File: config.mk
export PLATFORM = sky130hd
export DESIGN_NAME = fetch_arbiter
export DESIGN_NICKNAME = d
export VERILOG_FILES = /design/src/rtl/fetch_arbiter_pkg.sv /design/src/rtl/tag_queue.sv /design/src/rtl/fetch_arbiter.sv
export SDC_FILE = /design/constraint.sdc
export NUM_CORES = 1
export LEC_CHECK = 0
export BUFFER_PORTS_ARGS = -buffer_cell sky130_fd_sc_hd__buf_4
export CORE_ASPECT_RATIO = 0.75
export CORE_UTILIZATION = 30
export DETAILED_ROUTE_END_ITERATION = 8
export PLACE_DENSITY = 0.53
export REMOVE_ABC_BUFFERS = 1
export SKIP_CTS_REPAIR_TIMING = 1
export SLEW_MARGIN = 10
export SYNTH_ARGS = -nofsm -noshare
export SYNTH_HDL_FRONTEND = slang
export SYNTH_SLANG_ARGS = --single-unit
File: constraint.sdc
create_clock -name dreqclk -period 4.14 [get_ports dreqclk]
set_clock_uncertainty 0.15 [all_clocks]
set_input_delay 0.621 -clock dreqclk [delete_from_list [all_inputs] [get_ports dreqclk]]
set_output_delay 0.621 -clock dreqclk [all_outputs]
set_load 0.1 [all_outputs]
File: src/rtl/fetch_arbiter_pkg.sv
// Shared tag width, arbiter state type and counter helpers for the fetch arbiter.
// The event tag width lives here so every fetch-path block agrees on it.
package fetch_arbiter_pkg;

  localparam int EVENT_TAG_BITS = 48;
  localparam int DROP_CNT_W     = 16;

  typedef enum logic {
    ST_IDLE = 1'b0,
    ST_WAIT = 1'b1
  } arb_state_e;

  // Drop counters stick at all-ones rather than wrapping back to zero.
  function automatic logic [DROP_CNT_W-1:0] sat_inc(input logic [DROP_CNT_W-1:0] v);
    return (&v) ? v : v + 1'b1;
  endfunction

endpackage

File: src/rtl/tag_queue.sv
// Small circular FIFO holding event tags.
// full/empty are decoded from an occupancy count; a push while full is discarded.
module tag_queue
  import fetch_arbiter_pkg::*;
#(
  parameter int DATA_W = EVENT_TAG_BITS,
  parameter int QDEPTH = 4
) (
  input  logic                        dreqclk,
  input  logic                        resetn_dreqclk,
  input  logic                        push,
  input  logic [DATA_W-1:0]           push_data,
  input  logic                        pop,
  output logic [DATA_W-1:0]           head,
  output logic                        full,
  output logic                        empty,
  output logic [$clog2(QDEPTH+1)-1:0] count
);

  localparam int PW = (QDEPTH > 1) ? $clog2(QDEPTH) : 1;
  localparam int CW = $clog2(QDEPTH + 1);
  localparam logic [PW-1:0] LAST_PTR = PW'(QDEPTH - 1);
  localparam logic [CW-1:0] FULL_CNT = CW'(QDEPTH);

  logic [DATA_W-1:0] mem [QDEPTH];
  logic [PW-1:0]     wr_ptr;
  logic [PW-1:0]     rd_ptr;
  logic              push_ok;
  logic              pop_ok;

  // Full is judged on the pre-edge count, so a same-cycle pop never makes room.
  assign full    = (count == FULL_CNT);
  assign empty   = (count == '0);
  assign push_ok = push && !full;
  assign pop_ok  = pop && !empty;
  assign head    = mem[rd_ptr];

  always_ff @(posedge dreqclk or negedge resetn_dreqclk) begin
    if (!resetn_dreqclk) begin
      wr_ptr <= '0;
      rd_ptr <= '0;
      count  <= '0;
    end else begin
      if (push_ok) begin
        wr_ptr <= (wr_ptr == LAST_PTR) ? '0 : wr_ptr + 1'b1;
      end
      if (pop_ok) begin
        rd_ptr <= (rd_ptr == LAST_PTR) ? '0 : rd_ptr + 1'b1;
      end
      case ({push_ok, pop_ok})
        2'b10:   count <= count + 1'b1;
        2'b01:   count <= count - 1'b1;
        default: count <= count;
      endcase
    end
  end

  always_ff @(posedge dreqclk) begin
    if (push_ok) begin
      mem[wr_ptr] <= push_data;
    end
  end

endmodule

File: src/rtl/fetch_arbiter.sv
// Arbitrates PREFETCH and DATAREQ tags onto a single fetch request/acknowledge
// handshake, with starvation protection, prefetch-hit bypass and an ack timeout.
module fetch_arbiter
  import fetch_arbiter_pkg::*;
#(
  parameter int QDEPTH       = 4,
  parameter int STARVE_LIMIT = 4,
  parameter int TIMEOUT      = 1024
) (
  input  logic                      dreqclk,
  input  logic                      resetn_dreqclk,
  input  logic                      pref_start,
  input  logic [EVENT_TAG_BITS-1:0] pref_tag,
  input  logic                      dreq_start,
  input  logic [EVENT_TAG_BITS-1:0] dreq_tag,
  input  logic                      tag_valid,
  output logic                      tag_fetch,
  output logic [EVENT_TAG_BITS-1:0] evt_tag_fetch,
  output logic                      fetch_is_pref,
  output logic                      dreq_hit,
  output logic                      timeout_err,
  output logic                      busy,
  output logic                      pref_full,
  output logic                      dreq_full,
  output logic [DROP_CNT_W-1:0]     pref_drop_cnt,
  output logic [DROP_CNT_W-1:0]     dreq_drop_cnt
);

  localparam int CW = $clog2(QDEPTH + 1);
  localparam int SW = $clog2(STARVE_LIMIT + 1);
  localparam int TW = $clog2(TIMEOUT + 1);
  localparam logic [SW-1:0] STREAK_MAX = SW'(STARVE_LIMIT);
  localparam logic [TW-1:0] WAIT_LAST  = TW'(TIMEOUT - 1);

  arb_state_e                state;
  logic [EVENT_TAG_BITS-1:0] pref_head;
  logic [EVENT_TAG_BITS-1:0] dreq_head;
  logic                      pref_empty;
  logic                      dreq_empty;
  logic [CW-1:0]             pref_cnt;
  logic [CW-1:0]             dreq_cnt;
  logic                      pref_pop;
  logic                      dreq_pop;
  logic                      arb_open;
  logic                      sel_pref;
  logic                      dreq_is_hit;
  logic                      issue_vld_p0;
  logic                      issue_pref_p0;
  logic [EVENT_TAG_BITS-1:0] issue_tag_p0;
  logic [SW-1:0]             dreq_streak;
  logic                      last_pref_valid;
  logic [EVENT_TAG_BITS-1:0] last_pref_tag;
  logic [TW-1:0]             wait_cnt;
  logic                      unused_cnt;

  tag_queue #(.DATA_W(EVENT_TAG_BITS), .QDEPTH(QDEPTH)) u_pref_q (
    .dreqclk        (dreqclk),
    .resetn_dreqclk (resetn_dreqclk),
    .push           (pref_start),
    .push_data      (pref_tag),
    .pop            (pref_pop),
    .head           (pref_head),
    .full           (pref_full),
    .empty          (pref_empty),
    .count          (pref_cnt)
  );

  tag_queue #(.DATA_W(EVENT_TAG_BITS), .QDEPTH(QDEPTH)) u_dreq_q (
    .dreqclk        (dreqclk),
    .resetn_dreqclk (resetn_dreqclk),
    .push           (dreq_start),
    .push_data      (dreq_tag),
    .pop            (dreq_pop),
    .head           (dreq_head),
    .full           (dreq_full),
    .empty          (dreq_empty),
    .count          (dreq_cnt)
  );

  assign unused_cnt = ^{pref_cnt, dreq_cnt};
  assign busy       = (state == ST_WAIT);

  // DREQ normally wins; PREFETCH takes the slot when DREQ is idle or has hogged it.
  assign arb_open    = (state == ST_IDLE) && !issue_vld_p0;
  assign sel_pref    = !pref_empty && (dreq_empty || (dreq_streak == STREAK_MAX));
  assign pref_pop    = arb_open && sel_pref;
  assign dreq_pop    = arb_open && !dreq_empty && !sel_pref;
  assign dreq_is_hit = last_pref_valid && (dreq_head == last_pref_tag);

  // Grant stage: popped head is held one cycle before it drives the fetch request.
  always_ff @(posedge dreqclk) begin
    if (pref_pop) begin
      issue_tag_p0 <= pref_head;
    end else if (dreq_pop) begin
      issue_tag_p0 <= dreq_head;
    end
  end

  always_ff @(posedge dreqclk or negedge resetn_dreqclk) begin
    if (!resetn_dreqclk) begin
      pref_drop_cnt <= '0;
      dreq_drop_cnt <= '0;
    end else begin
      if (pref_start && pref_full) begin
        pref_drop_cnt <= sat_inc(pref_drop_cnt);
      end
      if (dreq_start && dreq_full) begin
        dreq_drop_cnt <= sat_inc(dreq_drop_cnt);
      end
    end
  end

  always_ff @(posedge dreqclk or negedge resetn_dreqclk) begin
    if (!resetn_dreqclk) begin
      state           <= ST_IDLE;
      issue_vld_p0    <= 1'b0;
      issue_pref_p0   <= 1'b0;
      tag_fetch       <= 1'b0;
      evt_tag_fetch   <= '0;
      fetch_is_pref   <= 1'b0;
      dreq_hit        <= 1'b0;
      timeout_err     <= 1'b0;
      dreq_streak     <= '0;
      last_pref_valid <= 1'b0;
      last_pref_tag   <= '0;
      wait_cnt        <= '0;
    end else begin
      dreq_hit    <= 1'b0;
      timeout_err <= 1'b0;
      case (state)
        ST_IDLE: begin
          if (issue_vld_p0) begin
            issue_vld_p0  <= 1'b0;
            tag_fetch     <= 1'b1;
            evt_tag_fetch <= issue_tag_p0;
            fetch_is_pref <= issue_pref_p0;
            wait_cnt      <= '0;
            state         <= ST_WAIT;
          end else if (pref_pop) begin
            issue_vld_p0  <= 1'b1;
            issue_pref_p0 <= 1'b1;
            dreq_streak   <= '0;
          end else if (dreq_pop) begin
            // A DREQ for the tag the last prefetch already brought in needs no fetch.
            if (dreq_is_hit) begin
              dreq_hit        <= 1'b1;
              last_pref_valid <= 1'b0;
            end else begin
              issue_vld_p0  <= 1'b1;
              issue_pref_p0 <= 1'b0;
              if (!pref_empty && (dreq_streak != STREAK_MAX)) begin
                dreq_streak <= dreq_streak + 1'b1;
              end
            end
          end
        end
        ST_WAIT: begin
          if (tag_valid) begin
            tag_fetch <= 1'b0;
            state     <= ST_IDLE;
            if (fetch_is_pref) begin
              last_pref_tag   <= evt_tag_fetch;
              last_pref_valid <= 1'b1;
            end
          end else if (wait_cnt == WAIT_LAST) begin
            tag_fetch   <= 1'b0;
            timeout_err <= 1'b1;
            state       <= ST_IDLE;
          end else begin
            wait_cnt <= wait_cnt + 1'b1;
          end
        end
      endcase
    end
  end

endmodule
==> results of run 1 <==
[per-layer routing]
metal | part of all wire [%] | wire length, um
met2 | 45 | 28440
met1 | 47 | 29090
met4 | 1.5 | 936
met3 | 6.3 | 3928
met5 | 0.19 | 118
[worst paths after layout]
kind / from / to / slack [ps] / cells past startpoint
setup / recovery: u_dreq_q.rd_ptr[1] / issue_vld_p0 / 440 / 9
max in group asynchronous: resetn_dreqclk / evt_tag_fetch[38] / 2400 / 3
min in group asynchronous: resetn_dreqclk / evt_tag_fetch[13] / 520 / 2
hold / removal: pref_tag[31] / u_pref_q.mem[0][31] / 30 / 1
setup reg to reg: u_dreq_q.rd_ptr[1] / issue_vld_p0 / 440 / 9
hold reg to reg: issue_tag_p0[44] / evt_tag_fetch[44] / 280 / 2
[cell families after synthesis]
group	synth area share [%]
flops	71.28
simple gates	8.853
mux	11.67
compound gates	2.622
buf+inv	1.692
xor+xnor	2.826
fa+ha+maj	1.055
[registers in the layout, indices dropped and copies added, names as in the netlist, 3 cells and up]
register,count
u_dreq_q.mem,192
u_pref_q.mem,192
evt_tag_fetch,48
issue_tag_p0,48
last_pref_tag,48
dreq_drop_cnt,16
pref_drop_cnt,16
wait_cnt,11
dreq_streak,3
u_dreq_q.count,3
u_pref_q.count,3
[power breakdown]
group	internal (uW)	switching [uW]	leakage [uW]
combinational	2780	5860	0.00395
sequential	8330	1190	0.00605
clock	3070	2320	0.000924
[cell usage in the layout, fill, tap and decap left out, types with 8 or more instances in the layout]
| cell | instances |
|---|---|
| a21oi_1 | 21 |
| and2_2 | 8 |
| and3_1 | 13 |
| buf_4 | 225 |
| clkbuf_1 | 25 |
| clkbuf_16 | 61 |
| clkinv_1 | 10 |
| dfrtp_1 | 160 |
| edfxtp_1 | 432 |
| ha_1 | 17 |
| inv_1 | 23 |
| mux2_2 | 55 |
| mux2i_1 | 36 |
| mux4_1 | 10 |
| mux4_2 | 69 |
| nand2_1 | 304 |
| nand3_1 | 18 |
| nand4_1 | 24 |
| nor2_1 | 71 |
| nor2b_1 | 8 |
| o21ai_0 | 17 |
| o22ai_1 | 10 |
| xnor2_1 | 49 |
| xor2_1 | 19 |
[cell type report]
type,count,area (um2)
diodes,4,10.01
multi-input cells,838,6505
well taps,1046,1309
flip-flops and latches,596,17090
clock inverters,26,290.3
clock buffers,88,1648
repair buffers,233,1803
fillers,7467,50100
inverters,24,90.09
[stage by stage]
stage | total power (uW) | area, um2 | hold slack [ps] | setup WS, ps
after global placement | 18290 | 26760 | 266.7 | 450.7
after CTS | 23880 | 28690 | -48.83 | 401.7
final | 23550 | 28740 | 25.40 | 444.7
after floorplan | 15360 | 23640 | 175.4 | -506.0
after detailed placement | 18430 | 26760 | 272.6 | 424.2
after global routing | 24790 | 28740 | 0.7324 | 211.2
[worst reg2reg max path, stage by stage, from the launching register on]
cell       delay [ps]
dfrtp_4           880
buf_12            310
mux4_1            360
xnor2_1           390
nand4_1           160
nor3_1            220
and4_1            260
o2111ai_2         250
nand2b_4          260
a221o_1           330
==> results.json, run 1 <==
{
  "status": "complete, but fails checks",
  "violations": "design-rule violations",
  "clk_pin_slew_ps": 60,
  "grt_pass1_wl_um": 92850,
  "synthTopCellsByCount": "432 x edfxtp_1, 306 x nand2_1, 164 x dfrtp_1",
  "ios": 188,
  "clock-sinks": 596,
  "fin_setup_tns_ps": 0,
  "syn_avg_cell_area_um2": 15.79,
  "synth_edf_count": 432,
  "clk_latency_ps": 640,
  "crit_chain": "buf_12, mux4_1, xnor2_1, nand4_1, nor3_1, and4_1, o2111ai_2, nand2b_4, a221o_1",
  "drc": 28,
  "fmax_mhz": 270.6,
  "drv_cap": 0,
  "core.rowCount": 89,
  "async_flop_share_pct": 27.52,
  "routedWlPerCell_um": 21.90,
  "final_util_pct": 36.46,
  "dr.pass1.iters": 7,
  "drive_gt1_share_pct": 25.60,
  "drt_iter0_markers": 967,
  "grt.overflow.total": 0,
  "clock-root-buffer": "clkbuf_16",
  "grt_pass1_vias": 13880,
  "dr_total_vias": 13500,
  "endpoint_kind": "register",
  "netlist_instances": 1517,
  "area_growth_pct": 19.98,
  "cts_tree": "done",
  "numCtsBuffers": 60,
  "drtAntennaViolNets": 0,
  "synth_cell_type_count": 64,
  "synth_top_cell_area_share_pct": 54.15,
  "syn_area_um2": 23960,
  "arrival_ps": 4050,
  "nets": 1873,
  "routabilityCongestion": 0.8396,
  "vias_per_cell": 4.730,
  "hpwl_um": 43110,
  "start_kind": "register",
  "dieArea_um2": 81000,
  "die_w_um": 328.3,
  "synth-seq-cells": 596,
  "coreArea_um2": 78840,
  "htreeDepth": 2,
  "critPathRequiredTime_ps": 4490,
  "antenna_found_initial": 10,
  "busiest_layer": "met2",
  "grt_max_degree": 87,
  "synthTopCellsByArea": "edfxtp_1 54%, dfrtp_1 17%, mux4_2 6.5%",
  "met1_usage_pct": 22.12,
  "use_met3_pct": 3.714,
  "hold_viol": 0,
  "place_inst": 2733,
  "synthMostInstantiatedCell": "edfxtp_1",
  "yosysSeqAreaShare_pct": 71.28,
  "clk_path_buf_depth": 3,
  "rsz0062_at_grt": "no",
  "slew_headroom_pct": 24.37,
  "crit_fanout": 41,
  "yosysWarningCount": 0,
  "report.final.slew_viol_count": 0,
  "synth_top_area_cell": "edfxtp_1",
  "critical-path-top-delay-family": "simple AND/OR/NAND/NOR gates",
  "dieHeight_um": 246.7,
  "stdcell_count": 2855,
  "min_path_type": "input pin to register",
  "setup-violations-final": 0,
  "leakage_uw": 0.01093,
  "numPortBuffers": 187,
  "grt_use_total_pct": 15.55,
  "start_util_pct": 30.39,
  "yosys_most_used_dff": "edfxtp_1",
  "power_density_nw_per_um2": 819.3,
  "vdd_drop_max_mv": 0.5151,
  "tightest_slew_ps": 1132,
  "path_buf_inv": 1,
  "slowest_delay_ps": 880,
  "post-route-period-util_pct": 89.26,
  "crit_path_top_delay_cell": "dfrtp_4",
  "criticalPathCategory": "register to register",
  "routed_wl_um": 62520,
  "fin_crit_ps": 3695,
  "met2_usage_pct": 24.00
}
(Power assumes the default switching activity.)
==> run 2: changes to the inputs <==
ABC_AREA = 1   (was unset)
==> run 2 against run 1 <==
Against the previous run:
- the flow now finishes without violations
- largest power group is now combinational cells
- count of clock-buffer cells in the layout fell by 3
- highest routed layer unchanged
- non-clock buffer count down 19
- via count rose by 22%
- global-route usage grew 1.0 points
- sequential cell count stayed put
- critical path depth up 4
- hold slack better by 6.3 ps
- core utilization increased by 0.050 points
- total power up 1.5%
- cell area rose by 0.84%
- first-iteration DRC count grew 31%
- worst setup slack better by 730 ps
==> results.json, run 2 <==
{
  "status": "finished, final reports clean",
  "routed_wl_um": 68610,
  "rr_worst_depth": 13,
  "synth_top_cell_area_share_pct": 53.42,
  "synth_edf_count": 432,
  "dieHeight_um": 248.4,
  "drv_cap": 0,
  "antenna_found_initial": 6,
  "clk_pin_slew_ps": 60,
  "vdd_drop_max_mv": 0.8066,
  "fmax_mhz": 336.9,
  "crit_chain": "inv_4, buf_4, nand2_1, nand3_1, nand2_1, xor2_1, nand3_1, nor2_1, nand3_1, nor2_1, nand2_1, nand2_1, nand3_1",
  "use_met3_pct": 3.526,
  "ios": 188,
  "nets": 2461,
  "crit_path_top_delay_cell": "dfrtp_2",
  "start_kind": "register",
  "coreArea_um2": 79400,
  "synthTopCellsByArea": "edfxtp_1 53%, dfrtp_1 17%, nand2_1 8.7%",
  "slowest_delay_ps": 440,
  "clock-root-buffer": "clkbuf_16",
  "criticalPathCategory": "register to register",
  "report.final.slew_viol_count": 0,
  "post-route-period-util_pct": 71.69,
  "yosysWarningCount": 0,
  "dieArea_um2": 82110,
  "crit_fanout": 38,
  "clk_path_buf_depth": 3,
  "area_growth_pct": 19.36,
  "reg2reg_slack_ps": 1170,
  "tightest_slew_ps": 1032,
  "routedWlPerCell_um": 19.94,
  "final_util_pct": 36.51,
  "synthTopCellsByCount": "562 x nand2_1, 432 x edfxtp_1, 262 x o21ai_0",
  "core.rowCount": 89,
  "place_inst": 3324,
  "stdcell_count": 3441,
  "numPortBuffers": 187,
  "busiest_layer": "met2",
  "met2_usage_pct": 25.29,
  "clock-sinks": 596,
  "arrival_ps": 3330,
  "worst_hold_slack_ps": 31.72,
  "vias_per_cell": 4.805,
  "totalPowerFinal_uw": 23910,
  "fin_setup_tns_ps": 0,
  "hpwl_um": 44660,
  "yosys_most_used_dff": "edfxtp_1",
  "numCtsBuffers": 60,
  "power_density_nw_per_um2": 824.8,
  "start_util_pct": 30.59,
  "leakage_uw": 0.01135,
  "htreeDepth": 2,
  "yosysSeqAreaShare_pct": 70.31,
  "grt_use_total_pct": 16.55,
  "grt_pass1_vias": 16150,
  "rsz0062_at_grt": "no",
  "synth-seq-cells": 596,
  "hold_viol": 0,
  "synth_cell_type_count": 35,
  "grt_max_degree": 99,
  "dr.pass1.iters": 5,
  "final_common_cell": "nand2_1",
  "endpoint_kind": "register",
  "mostFrequentLayoutCells": "561 x nand2_1, 432 x edfxtp_1, 262 x o21ai_0",
  "synthMostInstantiatedCell": "nand2_1",
  "clk_latency_ps": 640,
  "netlist_instances": 2159,
  "slew_headroom_pct": 31.20,
  "grt_pass1_wl_um": 102300,
  "fill_cells": 7743,
  "drive_gt1_share_pct": 13.75,
  "drt_iter0_markers": 1270,
  "async_flop_share_pct": 27.52,
  "dr_total_vias": 16530,
  "drtAntennaViolNets": 0,
  "drc": 0,
  "fin_crit_ps": 2968,
  "min_path_cells": 1,
  "die_w_um": 330.5,
  "min_path_type": "input pin to register",
  "routabilityCongestion": 0.8380,
  "top_regs": "u_dreq_q.mem: 192 flops, u_pref_q.mem: 192 flops",
  "syn_area_um2": 24290,
  "critPathRequiredTime_ps": 4500,
  "cts_tree": "done",
  "setup-violations-final": 0,
  "met1_usage_pct": 23.84,
  "grt.overflow.total": 0,
  "synth_top_area_cell": "edfxtp_1",
  "syn_avg_cell_area_um2": 11.25
}
==> run 2: changes by cell type after synthesis, sizes merged, moves of 54 or more <==
| cell | previous run | this run |
|---|---|---|
| mux4 | 79 | 0 |
| nor2 | 71 | 187 |
| nand2 | 306 | 562 |
| nand3 | 20 | 137 |
| mux2 | 55 | 1 |
| inv | 24 | 127 |
| o21ai | 18 | 263 |
==> run 2: layout make-up <==
cell class,count,area (um2),area share [%]
Antenna cell,2,5.005,0.01727
Clock buffer,85,1698,5.857
Clock inverter,29,254.0,0.8762
Inverter,128,483.0,1.666
Multi-Input combinational cell,1341,6380,22.01
Sequential cell,596,17080,58.92
Tap cell,1046,1309,4.515
Timing Repair Buffer,214,1778,6.134
==> run 2: kinds of logic (layout without fill, tap and decap cells) <==
logic type	Yosys count	after routing	share of synthesized area, %
AOI/OAI and AO/OA	325	325	6.981
xor gates and xnor gates	42	42	1.515
adders and majority gates	19	19	1.041
buffers and inverters	222	456	3.756
DFF	596	596	70.31
muxes	1	1	0.04636
other	0	2	0
and+or+nand+nor	954	954	16.35
==> run 2: final timing paths <==
kind                                    start             endpoint
max in group asynchronous      resetn_dreqclk     pref_drop_cnt[1]
setup / recovery           u_dreq_q.rd_ptr[0]         issue_vld_p0
hold reg to reg              issue_tag_p0[42]    evt_tag_fetch[42]
hold / removal                   dreq_tag[23]  u_dreq_q.mem[3][23]
min in group asynchronous      resetn_dreqclk    evt_tag_fetch[27]
setup reg to reg           u_dreq_q.rd_ptr[0]         issue_vld_p0
==> run 2: critical path, delay by kind of cell, from the launching register on <==
family,cells,cell delay [ps]
buf+inv,2,730
flops,1,440
xor+xnor,1,340
simple gates,10,1160
==> run 2: layer usage <==
layer,wire [um],vias to the layer above
met4,1305,8
met5,46,-
li1,-,7774
met3,4995,87
met2,31020,509
met1,31240,8156
==> run 2: per-stage QoR <==
stage,worst slack (ps),area (um2)
floorplan,-1993,23860
global placement,1283,27020
detailed placement,1275,27020
CTS,1259,28970
global route,949.1,28980
finish,1172,28990
==> run 2: report_power, final <==
| part | internal, uW | switching, uW | leakage (uW) | total (uW) |
|---|---|---|---|---|
| logic | 2250 | 7130 | 0.00432 | 9380 |
| clock network | 3100 | 2350 | 0.000968 | 5450 |
| registers | 8300 | 777 | 0.00607 | 9080 |
